<file path="config.mk">
export PLATFORM = sky130hd
export DESIGN_NAME = instr_realign
export DESIGN_NICKNAME = d
export VERILOG_FILES = /design/src/rtl/instr_realign.sv
export SDC_FILE = /design/constraint.sdc
export NUM_CORES = 1
export LEC_CHECK = 0
export CORE_MARGIN = 3
export CORE_UTILIZATION = 35
export CTS_BUF_LIST = sky130_fd_sc_hd__clkbuf_8
export CTS_CLUSTER_DIAMETER = 60
export DETAILED_ROUTE_END_ITERATION = 12
export GPL_TIMING_DRIVEN = 0
export PLACE_DENSITY_LB_ADDON = 0.15
export SETUP_SLACK_MARGIN = 0.05
export SYNTH_ARGS = -nofsm -noshare
export SYNTH_HDL_FRONTEND = slang
export SYNTH_SLANG_ARGS = --single-unit
</file>
<file path="constraint.sdc">
create_clock -name CLK -period 8.2 [get_ports CLK]
set_clock_uncertainty 0.2 [all_clocks]
set_input_delay 1.64 -clock CLK [delete_from_list [all_inputs] [get_ports CLK]]
set_output_delay 1.64 -clock CLK [all_outputs]
set_load 0.02 [all_outputs]
</file>
<file path="src/rtl/instr_realign.sv">
`default_nettype none
// ============================================================================
// Module   : instr_realign
// Purpose  : Fetch-to-decode halfword realignment buffer. Accepts 64-bit fetch
//            packets that may start at any halfword and stores them as 16-bit
//            halfwords in a circular array. Presents one whole instruction per
//            cycle (16-bit RVC or 32-bit) with its pc and an is_rvc flag.
//            32-bit instructions that straddle packet boundaries are held back
//            until both halves are present.
// Ports    : CLK, RSTn (async active-low)
//            flush                         - drop buffered stream
//            if_valid/if_ready/if_data/if_pc - fetch packet handshake
//            instr_valid/instr_ready       - decode handshake
//            instr, pc, is_rvc             - head instruction
// Revision : 1.0 - initial release
// ============================================================================
module instr_realign #(
  parameter int HW_DEPTH = 8
) (
  input  logic        CLK,
  input  logic        RSTn,
  input  logic        flush,
  input  logic        if_valid,
  output logic        if_ready,
  input  logic [63:0] if_data,
  input  logic [63:0] if_pc,
  output logic        instr_valid,
  input  logic        instr_ready,
  output logic [31:0] instr,
  output logic [63:0] pc,
  output logic        is_rvc
);

  localparam int PTR_W = $clog2(HW_DEPTH);
  localparam int CNT_W = PTR_W + 1;

  logic [15:0]      r_mem [HW_DEPTH];
  logic [PTR_W-1:0] r_rd_ptr;
  logic [PTR_W-1:0] r_wr_ptr;
  logic [CNT_W-1:0] r_count;
  logic [63:0]      r_head_pc;
  logic             r_pc_valid;

  logic [1:0]       w_off;
  logic [CNT_W-1:0] w_n_push;
  logic [CNT_W-1:0] w_n_pop;
  logic             w_push;
  logic             w_pop;
  logic [15:0]      w_hw0;
  logic [15:0]      w_hw1;
  logic             w_unused;

  // Byte bit 0 of the fetch pc is always zero for halfword-aligned code.
  assign w_unused = if_pc[0];

  // First valid halfword inside the packet; only halfwords off..3 are stored.
  assign w_off    = if_pc[2:1];
  assign w_n_push = CNT_W'(3'd4 - {1'b0, w_off});

  // Ready depends only on the registered count, so there is no path from
  // instr_ready back to the fetch side.
  assign if_ready = (r_count <= CNT_W'(HW_DEPTH - 4));
  assign w_push   = if_valid & if_ready & ~flush;

  assign w_hw0  = r_mem[r_rd_ptr];
  assign w_hw1  = r_mem[r_rd_ptr + PTR_W'(1)];
  assign is_rvc = (w_hw0[1:0] != 2'b11);

  // A 32-bit instruction needs both halves already stored; a same-cycle push
  // cannot complete it early because the array is read from registered state.
  assign instr_valid = r_pc_valid & ~flush &
                       (((r_count >= CNT_W'(1)) & is_rvc) | (r_count >= CNT_W'(2)));
  assign instr   = is_rvc ? {16'h0000, w_hw0} : {w_hw1, w_hw0};
  assign pc      = r_head_pc;
  assign w_n_pop = is_rvc ? CNT_W'(1) : CNT_W'(2);
  assign w_pop   = instr_valid & instr_ready;

  // Halfword storage: not reset, contents are only meaningful below count.
  always_ff @(posedge CLK) begin
    if (w_push) begin
      for (int k = 0; k < 4; k++) begin
        if (k >= int'(w_off)) begin
          r_mem[r_wr_ptr + PTR_W'(k) - PTR_W'(w_off)] <= if_data[16*k +: 16];
        end
      end
    end
  end

  always_ff @(posedge CLK or negedge RSTn) begin
    if (!RSTn) begin
      r_rd_ptr   <= '0;
      r_wr_ptr   <= '0;
      r_count    <= '0;
      r_head_pc  <= '0;
      r_pc_valid <= 1'b0;
    end else if (flush) begin
      // head_pc is left alone: it is reloaded by the first push of the next stream.
      r_rd_ptr   <= '0;
      r_wr_ptr   <= '0;
      r_count    <= '0;
      r_pc_valid <= 1'b0;
    end else begin
      r_count <= r_count + (w_push ? w_n_push : '0) - (w_pop ? w_n_pop : '0);
      if (w_push) begin
        r_wr_ptr <= r_wr_ptr + PTR_W'(w_n_push);
      end
      if (w_pop) begin
        r_rd_ptr <= r_rd_ptr + PTR_W'(w_n_pop);
      end
      // The first packet of a stream sets the pc; later packets are
      // sequential and only contribute their halfword offset. A pop cannot
      // coincide with the first push because instr_valid needs pc_valid.
      if (w_push && !r_pc_valid) begin
        r_head_pc  <= {if_pc[63:1], 1'b0};
        r_pc_valid <= 1'b1;
      end else if (w_pop) begin
        r_head_pc <= r_head_pc + {{(64-CNT_W-1){1'b0}}, w_n_pop, 1'b0};
      end
    end
  end

endmodule
`default_nettype wire
</file>
# Yosys cells after proc, flatten, opt, wreduce, memory -nomap -nowiden

Memory sizes are Yosys's and may differ from the RTL's.
Index checks and enable logic that the tools add are counted.

$lt $le $gt $ge: 6
Bitwise logic cells: 8
Add/sub/neg operators: 14
Reductions and logical operators: 7
Muxes and demuxes: 24
Equality and inequality tests: 1

Operator list:

| cell                                                | number |
|---|---|
| two-way mux 64 bit                                  | 2 |
| adder 64 x 3 -> 64 bit                              | 1 |
| two-way mux 32 bit                                  | 1 |
| two-way mux 1 bit                                   | 13 |
| two-way mux 3 bit                                   | 4 |
| subtractor 3 x 2 -> 3 bit                           | 4 |
| two-way mux 4 bit                                   | 2 |
| nonzero test 2 bit                                  | 4 |
| adder 3 x 1 -> 3 bit, second input constant         | 2 |
| adder 3 x 2 -> 3 bit, second input constant         | 2 |
| bitwise AND 1 bit                                   | 6 |
| adder 4 bit                                         | 1 |
| >= comparator 1 x 2 -> 1 bit, first input constant  | 2 |
| >= comparator 4 x 1 -> 1 bit, second input constant | 1 |
| >= comparator 4 x 2 -> 1 bit, second input constant | 1 |
| <= comparator 4 x 3 -> 1 bit, second input constant | 1 |
| two-way mux 2 bit                                   | 2 |
| subtractor 3 x 2 -> 4 bit, first input constant     | 1 |
| subtractor 4 x 2 -> 4 bit                           | 1 |
| adder 3 x 2 -> 3 bit                                | 1 |
| adder 3 bit                                         | 1 |
| >= comparator 2 bit, first input constant           | 1 |
| inequality test 2 bit, second input constant        | 1 |
| AND reduction 2 bit                                 | 1 |
| 4 further kinds                                     | 4 |

Logic and storage cells: 66
Memory bits (writable): 128
Bits in registers: 75
Output and inout bits: 99
Input bits: 133
Memories: 1

Memories:

| memory | words | width | read ports | clocked after Yosys merged registers in | wr ports | RTL line | text |
|---|---|---|---|---|---|---|---|
| r_mem  | 8     | 16    | 2          | 0                                       | 4        | 37       | `logic [15:0] r_mem [HW_DEPTH];` |

# Logic depth before layout (Yosys ltp)

Gate-level depths: netlist of the first run.
An unclocked memory read counts as a cell.

Depth in word-level cells: 9
Gate-level depth with buffers: 15
Depth with buffers taken out: 13

# Worst setup path after synthesis of the first run

Ideal clock, no wire load.

Path kind: reg-to-reg
Start point: reg r_rd_ptr[0]
End point: reg r_head_pc[45], in the netlist pc[45]
Arrival time: 4.268 ns
Data required time: 7.863 ns
Setup time: 0.137 ns
Slack: 3.595 ns
Buffers on the path: 3
Stages on the path, launching flop included: 15
Clock period less this slack: 4.605 ns
Cells stage by stage: dfrtp_1 > buf_6 > mux4_2 > mux2i_2 > inv_1 > nand2_1 > clkbuf_1 > ha_1 > inv_1 > fa_1 > or3_1 > clkbuf_1 > a2111oi_2 > xnor2_1 > a21oi_1

Word-level cells in the longest chain between the ends: 8
Elaborated cells between the ends (all ways): 12
Those cells by class: add/sub (1); eq/ne (1); mux (3); bitwise (4); reduce/logical (2); memory (1)

RTL lines:

| item                                                           | RTL line | text |
|---|---|---|
| from (decl)                                                    | 38       | `logic [PTR_W-1:0] r_rd_ptr;` |
| from (signal assigned)                                         | 108      | `r_rd_ptr <= r_rd_ptr + PTR_W'(w_n_pop);` |
| memory (8 x 16 bit) *                                          | n/a      |  |
| inequality test 2 bit *                                        | 67       | `assign is_rvc = (w_hw0[1:0] != 2'b11);` |
| net is_rvc                                                     | 31       | `output logic is_rvc` |
| branches (longest 6 deep; another with adder 64 x 3 -> 64 bit) | n/a      |  |
| to (signal assigned)                                           | 114      | `r_head_pc <= {if_pc[63:1], 1'b0};` |
| to (signal assigned)                                           | 117      | `r_head_pc <= r_head_pc + {{(64-CNT_W-1){1'b0}}, w_n_pop, 1'b0};` |
| to (decl)                                                      | 41       | `logic [63:0] r_head_pc;` |

Mark *: on every way through the listed nets, which the timed path passes. The select of a mux whose other input is x is not followed.
A chain may end at the register's enable or synchronous reset.

# Worst setup path in the final report of the first run

Start point: reg r_rd_ptr[1]
End point: out instr[22]

Word-level cells in the longest chain between the ends: 3
Elaborated cells between the ends (all ways): 4
Those cells by class: add/sub (1); eq/ne (1); mux (1); memory (1)

RTL lines:

| item                                                        | RTL line | text |
|---|---|---|
| adder 3 x 1 -> 3 bit or memory (8 x 16 bit) (tied branches) | n/a      |  |
| memory (8 x 16 bit) *                                       | n/a      |  |
| two-way mux 32 bit *                                        | 73       | `assign instr = is_rvc ? {16'h0000, w_hw0} : {w_hw1, w_hw0};` |
| to (decl)                                                   | 29       | `output logic [31:0] instr,` |

Mark *: on every way between the ends. The rest lies on a longest branch, timed or not.

==> flow_summary_export.csv, run 1 <==
group,metric,value,unit
cts,cts.path.max_buffers,3,
placement,port_buffers,197,
drt,drcViolationCount,0,
critical_path,critPathLaunchType,"flip-flop",
cts,clk_latency,540,ps
synth,ys_ff_latch,202,
global_route,antenna_found_initial,3,
die,core_area,41400,sq um
cts,cts_num_sinks,202,
status,status,"complete, no violations",
cts,post_cts_resized,0,
synth,synth.distinct_cells,58,
synth,yosysSeqAreaShare,38.3,%
global_route,grt_pass1_wl,92200,um
critical_path,cp_max_fo,10,
global_route,grt-ovfl-total,0,
timing,drv_slew,0,
finish,drive_gt1_share,10.7,%
die,dieArea,45000,sq um
timing,rsz0062_at_grt,"false",
pwr,ir_worst_vdd,0.0920,mV
cts,cts.clk_slew.worst_paths,60,ps
die,ios,232,
die,die_width,212,um
cts,h-tree-depth,2,
timing,max_slew.worst_pin.slew,1230,ps
placement,placed_cell_area,17600,sq um
timing,hold_violations,0,
drt,drt-initial-drc-count,1544,
die,rows,74,
synth,syn_area_per_cell,9.47,sq um
timing,setup_viol,0,
finish,post-route-cell-area,18200,sq um
drt,avgViaCountPerCell,6.04,
synth,synthCells,1571,
timing,fin_setup_tns,0,ps
synth,ys_async_sr_fraction,36.6,%
cts,clockRootBuffer,"clkbuf_8",
critical_path,cp.required,6360,ps
flow_run,maxCapViolCount,0,
die,die_h,212,um
pwr,p_per_area,245,nW/um^2
timing,fin_crit,6150,ps
die,floorplan.initialDensity,35.9,%
pwr,leakagePower,5.95,nW
synth,yosysWarningCount,0,
global_route,grt_max_degree,41,
drt,drt_wl_total,61400,um
finish,fin_nets,1967,
drt,drtAntennaViolNets,0,
timing,relSlewSlack,17.7,%
placement,dpl.hpwl,49400,um
cts,cts_buffers,35,
finish,syn_to_final_growth,22.2,%
cts,hold_buffers,0,
timing,max_freq,0.163,GHz
cts,cts_setup_buffers,0,
timing,fin_crit_sh,75.0,%
global_route,grt_pass1_vias,13900,
synth,yosys_most_used_dff,"edfxtp_1",
finish,n_fill_cell,3993,
critical_path,cp-end-kind,"output port",
placement,gp_congestion,0.984,
drt,routedWlPerCell,26.0,um
synth,synth-edff-count,128,
drt,vias,14300,
drt,drt_first_pass_iters,5,
synth,syn_area,14900,sq um
critical_path,critPathArrivalTime,4310,ps
global_route,grt_use_total,26.9,%
worst_hold_path,hp-class,"reg2reg",
cts,cts_tree,"yes",
synth,syn_nets,1730,
critical_path,worstSetupPathType,"reg2out",
metrics by stage:
| step | setup slack, ps | hold WS, ps | power, mW | utilization [%] | cells |
|---|---|---|---|---|---|
| 6_report | 2050 | 385 | 4.44 | 43.9 | 2362 |
| 3_5_place_dp | 1790 | 378 | 3.61 | 42.4 | 2303 |
| 2_1_floorplan | 3600 | 306 | 2.69 | - | 1571 |
| 3_3_place_gp | 1870 | 360 | 3.58 | 42.3 | 2300 |
| 5_1_grt | 1720 | 426 | 4.70 | 43.9 | 2362 |
| 4_1_cts | 1930 | 389 | 4.45 | 43.9 | 2361 |
metal layers:
layer  global-route usage, %  up-vias  part of all wire, %  wire, um
li1                        -     6472                    -         -
met2                    44.3      748                   46     28500
met4                    5.66        4                  1.9      1190
met1                    37.9     6938                   43     26600
met3                    4.07       93                  8.2      5050
met5                       0        -                0.042        26
sequential cells by signal (all words and copies together), names as in the netlist:
register    cells
r_count         4
r_rd_ptr        3
r_pc_valid      1
r_wr_ptr        3
pc             63
r_mem         128
cells in the final DEF, fill, tap and decap left out, types with 32 or more instances in the layout:
| master | instances |
|---|---|
| a21oi_1 | 45 |
| mux4_2 | 64 |
| dfrtp_1 | 74 |
| clkbuf_8 | 36 |
| o21ai_0 | 182 |
| a221oi_1 | 112 |
| clkbuf_1 | 106 |
| o21ai_1 | 80 |
| edfxtp_1 | 128 |
| clkdlybuf4s50_1 | 196 |
| inv_1 | 44 |
| and3_1 | 32 |
| nand2_1 | 236 |
| xnor2_1 | 54 |
| nor2_1 | 74 |
| nand3_1 | 37 |
layout make-up:
cell class	instances	area (sq um)	share of cell area [%]
sequential	202	5700	31.3
timing repair buffer	200	2020	11.1
inverter	32	120	0.661
buffer	148	617	3.39
clock buffer	36	495	2.73
clock inverter	22	105	0.578
tap	532	666	3.66
multi-input combinational	1189	8450	46.5
antenna	1	2.50	0.0138
critical path: stages, from the launching register on:
cell and delay [ps]:
dfrtp_1 510, ha_1 330, clkbuf_1 270, buf_1 690, clkbuf_1 650, mux4_2 330
nand2_1 50, a21oi_1 270, clkdlybuf4s50_1 660
worst paths after layout:
check                            start         to  slack, ps  cells after the start
setup / recovery           r_rd_ptr[1]  instr[22]       2050                      8
hold / removal                  pc[43]     pc[43]        390                      2
setup reg to reg           r_rd_ptr[0]     pc[63]       2910                     14
hold reg to reg                 pc[43]     pc[43]        390                      2
max in group asynchronous         RSTn     pc[13]       6310                      2
min in group asynchronous         RSTn     pc[52]        870                      1
power by group:
part / total [mW] / internal [mW] / leakage, nW / switching (mW)
Clock: 0.830 / 0.411 / 0.361 / 0.420
Sequential: 1.63 / 1.36 / 2.04 / 0.268
Combinational: 1.98 / 0.837 / 3.55 / 1.15
Total: 4.44 / 2.61 / 5.95 / 1.83
Yosys cell counts, types with 20 or more instances:
cell       number  area (sq um)
a21oi_1        45           225
nor2_1         74           278
dfrtp_1        74          1850
nor2b_1        21           131
a211oi_1       30           225
edfxtp_1      128          3840
nand2_1       236           886
clkbuf_1      106           398
xnor2_1        54           473
nand3_1        37           185
a2111oi_2      20           300
a221oi_1      112           981
inv_1          32           120
mux4_2         64          1440
and2_1         24           150
o21ai_1        80           400
and3_1         32           200
ha_1           20           250
o21ai_0       182           911
cell families (layout without fill, tap and decap cells):
| kind of cell | after synthesis | count (layout) | synth area share (%) |
|---|---|---|---|
| compound gates | 523 | 523 | 23.8 |
| xor+xnor | 59 | 59 | 3.47 |
| fa+ha+maj | 26 | 26 | 2.49 |
| buf+inv | 180 | 438 | 4.96 |
| flops | 202 | 202 | 38.3 |
| mux | 81 | 81 | 11.1 |
| other cells | 1 | 2 | 0.0252 |
| simple gates | 499 | 499 | 15.9 |
Note: power is estimated with default switching activity, not from simulation.
==> run 2: changes to the inputs <==
==> constraint.sdc (replaced) <==
create_clock -name CLK -period 5.4 [get_ports CLK]
set_clock_uncertainty 0.2 [all_clocks]
set_input_delay 1.08 -clock CLK [delete_from_list [all_inputs] [get_ports CLK]]
set_output_delay 1.08 -clock CLK [all_outputs]
set_load 0.02 [all_outputs]
==> run 2 against run 1 <==
Effect of this change: final cell count hardly changed; core utilization up 0.051 points; critical endpoint is now r_mem[2][0]; sequential power increased by 52%; largest power group unchanged.
==> flow_summary_export.csv, run 2 (synthesized netlist as in run 1, its figures left out) <==
group,metric,value,unit
die,dieArea,45000,sq um
drt,vias,14300,
finish,fin_util,44.0,%
global_route,grt-ovfl-total,0,
drt,drt-initial-drc-count,1568,
cts,cts_num_sinks,202,
timing,hold_violations,0,
die,rows,74,
die,core_area,41400,sq um
drt,drtAntennaViolNets,0,
critical_path,critPathMaxStageDelay,850,ps
critical_path,critPathArrivalTime,5150,ps
placement,placed_cell_area,17600,sq um
pwr,p_per_area,371,nW/um^2
die,die_h,212,um
finish,syn_to_final_growth,22.3,%
critical_path,cp.buffers_inverters,5,
placement,port_buffers,197,
global_route,grt_pass1_vias,13900,
drt,drcViolationCount,0,
flow_run,maxCapViolCount,0,
critical_path,cp_max_fo,16,
timing,fin_crit,5200,ps
drt,drt_wl_total,61500,um
pwr,leakagePower,5.98,nW
cts,cts_tree,"yes",
die,ios,232,
global_route,grt_max_degree,41,
global_route,grt_use_total,26.9,%
placement,gp_congestion,0.984,
finish,post-route-cell-area,18200,sq um
critical_path,cp.required,5350,ps
finish,largest_reg_flops,128,
drt,drt_first_pass_iters,6,
finish,fin_cells,2364,
timing,relSlewSlack,26.4,%
timing,drv_slew,0,
drt,routedWlPerCell,26.0,um
pwr,ir_worst_vdd,0.139,mV
critical_path,crit_slowest_cell,"nand3_1",
placement,dpl.hpwl,49400,um
cts,cts.clk_slew.worst_paths,60,ps
finish,drive_gt1_share,11.0,%
critical_path,worstSetupPathType,"in2reg",
cts,cts_buffers,35,
timing,fin_crit_sh,96.3,%
critical_path,cp-end-kind,"flip-flop",
finish,fin_nets,1969,
global_route,grt_pass1_wl,92100,um
drt,avgViaCountPerCell,6.05,
die,floorplan.initialDensity,35.9,%
finish,final_common_cell,"nand2_1",
timing,max_slew.worst_pin.slew,1100,ps
timing,rsz0062_at_grt,"false",
finish,final_cell_mix,"nand2_1 (236), clkdlybuf4s50_1 (196), o21ai_0 (182), edfxtp_1 (128), a221oi_1 (112)",
cts,clockRootBuffer,"clkbuf_8",
status,status,"complete, no violations",
timing,setup_viol,0,
cts,clk_latency,540,ps
global_route,antenna_found_initial,2,
cts,h-tree-depth,2,
die,die_width,212,um
finish,regMostFlops,"r_mem",
timing,max_freq,0.192,GHz
critical_path,critPathLaunchType,"primary input",
critical_path,cp_top_family,"buffers and inverters",
critical_path,worstPathCellList,"clkdlybuf4s50_1 > inv_1 > ha_1 > clkbuf_1 > inv_1 > nor2_2 > nand3_1 > clkbuf_1 > nand3_1",
cts,cts.path.max_buffers,3,
placement,dp_cells,2303,
worst_hold_path,hp-class,"in2async",
## run 2: final cells by class
type                       count  area, sq um
antenna                        1         2.50
buffer                       148          623
clock buffer                  36          495
clock inverter                22          105
fill                        3991        23200
inverter                      32          120
multi-input combinational   1189         8450
sequential                   202         5700
tap                          532          666
timing repair buffer         202         2030
## run 2: what timing repair did
action | CTS | global route
endpoints found under the setup margin | 10 | 84
pin swaps | 0 | 3
setup buffers | 0 | 2
gates resized for setup | 3 | 9
hold buffers | 0 | 0
## run 2: final timing paths
path                                to  slack, ps  cells past startpoint        start
setup / recovery           r_mem[2][0]        200                      9     if_pc[1]
hold / removal                  pc[52]        310                      1         RSTn
setup reg to reg                pc[63]        390                     14  r_rd_ptr[0]
hold reg to reg                 pc[43]        390                      2       pc[43]
max in group asynchronous       pc[13]       4070                      2         RSTn
min in group CLK                pc[43]        390                      2       pc[43]
## run 2: per-layer routing
| metal | wire [um] | share of wire (%) | GRT usage [%] |
|---|---|---|---|
| met4 | 1170 | 1.9 | 5.68 |
| met5 | 12 | 0.020 | 0 |
| met3 | 4890 | 7.9 | 3.98 |
| met1 | 26800 | 44 | 37.9 |
| met2 | 28700 | 47 | 44.3 |
## run 2: power by group
| part | total, mW | leakage, nW | internal [mW] | switching (mW) |
|---|---|---|---|---|
| clock | 1.26 | 0.361 | 0.624 | 0.640 |
| sequential | 2.47 | 2.04 | 2.07 | 0.406 |
| combinational | 3.02 | 3.58 | 1.28 | 1.74 |
| total | 6.75 | 5.98 | 3.97 | 2.79 |
## run 2: per-stage QoR
step                total power, mW  hold slack (ps)  worst slack [ps]  setup TNS [ps]
floorplan                      4.09              306               795               0
global placement               5.43              360              -370          -29910
detailed placement             5.48              378              -447          -25160
CTS                            6.76              305              78.2               0
global route                   7.14              317              62.9               0
finish                         6.75              310               201               0
==> run 3: changes to the inputs <==
--- a/config.mk
+++ b/config.mk
@@ -13,6 +13,7 @@
 export GPL_TIMING_DRIVEN = 0
 export PLACE_DENSITY_LB_ADDON = 0.15
 export SETUP_SLACK_MARGIN = 0.05
+export SLEW_MARGIN = 20
 export SYNTH_ARGS = -nofsm -noshare
 export SYNTH_HDL_FRONTEND = slang
 export SYNTH_SLANG_ARGS = --single-unit
==> run 3 against run 2 <==
Effect of this change: final area up 0.39%; sequential power barely moved; hold slack better by 18 ps; critical path type is now reg2out; highest routed layer is now met4; first-iteration DRC count rose by 1.8%.
==> flow_summary_export.csv, run 3 (synthesized netlist as in run 1, its figures left out) <==
group,metric,value,unit
die,rows,74,
critical_path,cp-end-kind,"output port",
cts,cts.clk_slew.worst_paths,70,ps
die,die_width,212,um
global_route,grt_pass1_wl,92500,um
pwr,ir_worst_vdd,0.149,mV
die,floorplan.initialDensity,35.9,%
global_route,grt-ovfl-total,0,
cts,cts_num_sinks,202,
finish,final_cell_mix,"nand2_1 (236), clkdlybuf4s50_1 (196), o21ai_0 (182), edfxtp_1 (128), a221oi_1 (112)",
drt,drt-initial-drc-count,1596,
drt,avgViaCountPerCell,6.03,
timing,hold_violations,0,
drt,drcViolationCount,0,
timing,relSlewSlack,27.0,%
finish,final_common_cell,"nand2_1",
timing,rsz0062_at_grt,"false",
die,die_h,212,um
finish,largest_reg_flops,128,
drt,drt_first_pass_iters,6,
timing,setup_viol,0,
finish,regMostFlops,"r_mem",
timing,max_freq,0.196,GHz
critical_path,cp.required,4120,ps
global_route,grt_max_degree,41,
die,ios,232,
global_route,grt_use_total,27.0,%
timing,fin_setup_tns,0,ps
cts,cts.path.max_buffers,3,
placement,port_buffers,197,
global_route,antenna_found_initial,0,
cts,cts_setup_buffers,0,
worst_hold_path,hp-class,"in2async",
cts,cts_buffers,35,
finish,multiInputGateArea,8480,sq um
global_route,grt_pass1_vias,14100,
cts,clockRootBuffer,"clkbuf_8",
flow_run,maxCapViolCount,0,
status,status,"complete, no violations",
drt,vias,14300,
placement,dpl.hpwl,49400,um
drt,drtAntennaViolNets,0,
critical_path,critPathArrivalTime,3810,ps
timing,drv_slew,0,
die,dieArea,45000,sq um
finish,regArea,5700,sq um
cts,h-tree-depth,2,
pwr,leakagePower,5.98,nW
finish,fin_nets,1968,
finish,syn_to_final_growth,22.8,%
placement,gp_congestion,0.984,
drt,drt_wl_total,61500,um
cts,cts_tree,"yes",
finish,drive_gt1_share,11.1,%
pwr,p_per_area,373,nW/um^2
critical_path,worstSetupPathType,"reg2out",
timing,fin_crit_sh,94.3,%
placement,placed_cell_area,17600,sq um
cts,hold_buffers,0,
critical_path,cp_max_fo,10,
finish,post-route-cell-area,18300,sq um
timing,fin_crit,5090,ps
critical_path,critPathLaunchType,"flip-flop",
timing,max_slew.worst_pin.slew,1090,ps
finish,n_fill_cell,4035,
drt,routedWlPerCell,26.0,um
die,core_area,41400,sq um
cts,clk_latency,540,ps
run 3: area by class of cell:
| class | count | share of cell area (%) |
|---|---|---|
| Antenna cell | 1 | 0.0137 |
| Buffer | 148 | 3.41 |
| Clock buffer | 40 | 3.01 |
| Clock inverter | 21 | 0.507 |
| Inverter | 32 | 0.658 |
| Multi-Input combinational cell | 1189 | 46.4 |
| Sequential cell | 202 | 31.2 |
| Tap cell | 532 | 3.64 |
| Timing Repair Buffer | 201 | 11.1 |
run 3: path summary, 6_finish.rpt:
check	startpoint	end	slack (ps)	cells past startpoint
worst min-delay path	RSTn	pc[52]	330	1
worst max-delay path	r_rd_ptr[0]	instr[19]	310	7
worst min register to register	r_wr_ptr[1]	r_wr_ptr[1]	380	2
worst max register to register	r_rd_ptr[0]	pc[53]	440	14
max in group asynchronous	RSTn	pc[13]	4070	2
min in group CLK	r_wr_ptr[1]	r_wr_ptr[1]	380	2
run 3: per-layer routing:
metal | GRT usage, % | vias to the layer above | share of wire [%]
li1 | - | 6461 | -
met1 | 38.0 | 7009 | 43
met2 | 44.0 | 720 | 47
met3 | 4.44 | 71 | 8.4
met4 | 5.96 | 0 | 2.0
met5 | 0 | - | 0
run 3: report_power, final:
part | leakage (nW) | switching, mW | internal, mW
clock network | 0.365 | 0.645 | 0.678
registers | 2.04 | 0.403 | 2.07
logic | 3.58 | 1.75 | 1.28
total | 5.98 | 2.79 | 4.02
run 3: timing repair:
item	in CTS	in global routing
gates resized for setup	4	8
pin swaps	0	0
endpoints found under the setup margin	16	29
run 3: through the flow:
step	instances	power, mW	hold slack [ps]	util [%]	setup slack (ps)
final	2366	6.81	327	44.1	307
after global routing	2365	7.20	314	44.1	72.8
after CTS	2364	6.82	307	44.1	87.6
after detailed placement	2303	5.49	386	42.5	-327
after global placement	2300	5.43	360	42.3	-370
after floorplan	1571	4.09	306	-	795
run 3: critical path, stage by stage (launching register included):
cell,delay [ps]
dfrtp_1,480
buf_6,220
buf_1,610
clkbuf_1,580
mux4_2,360
nand2_1,60
a21oi_1,300
clkdlybuf4s50_1,670
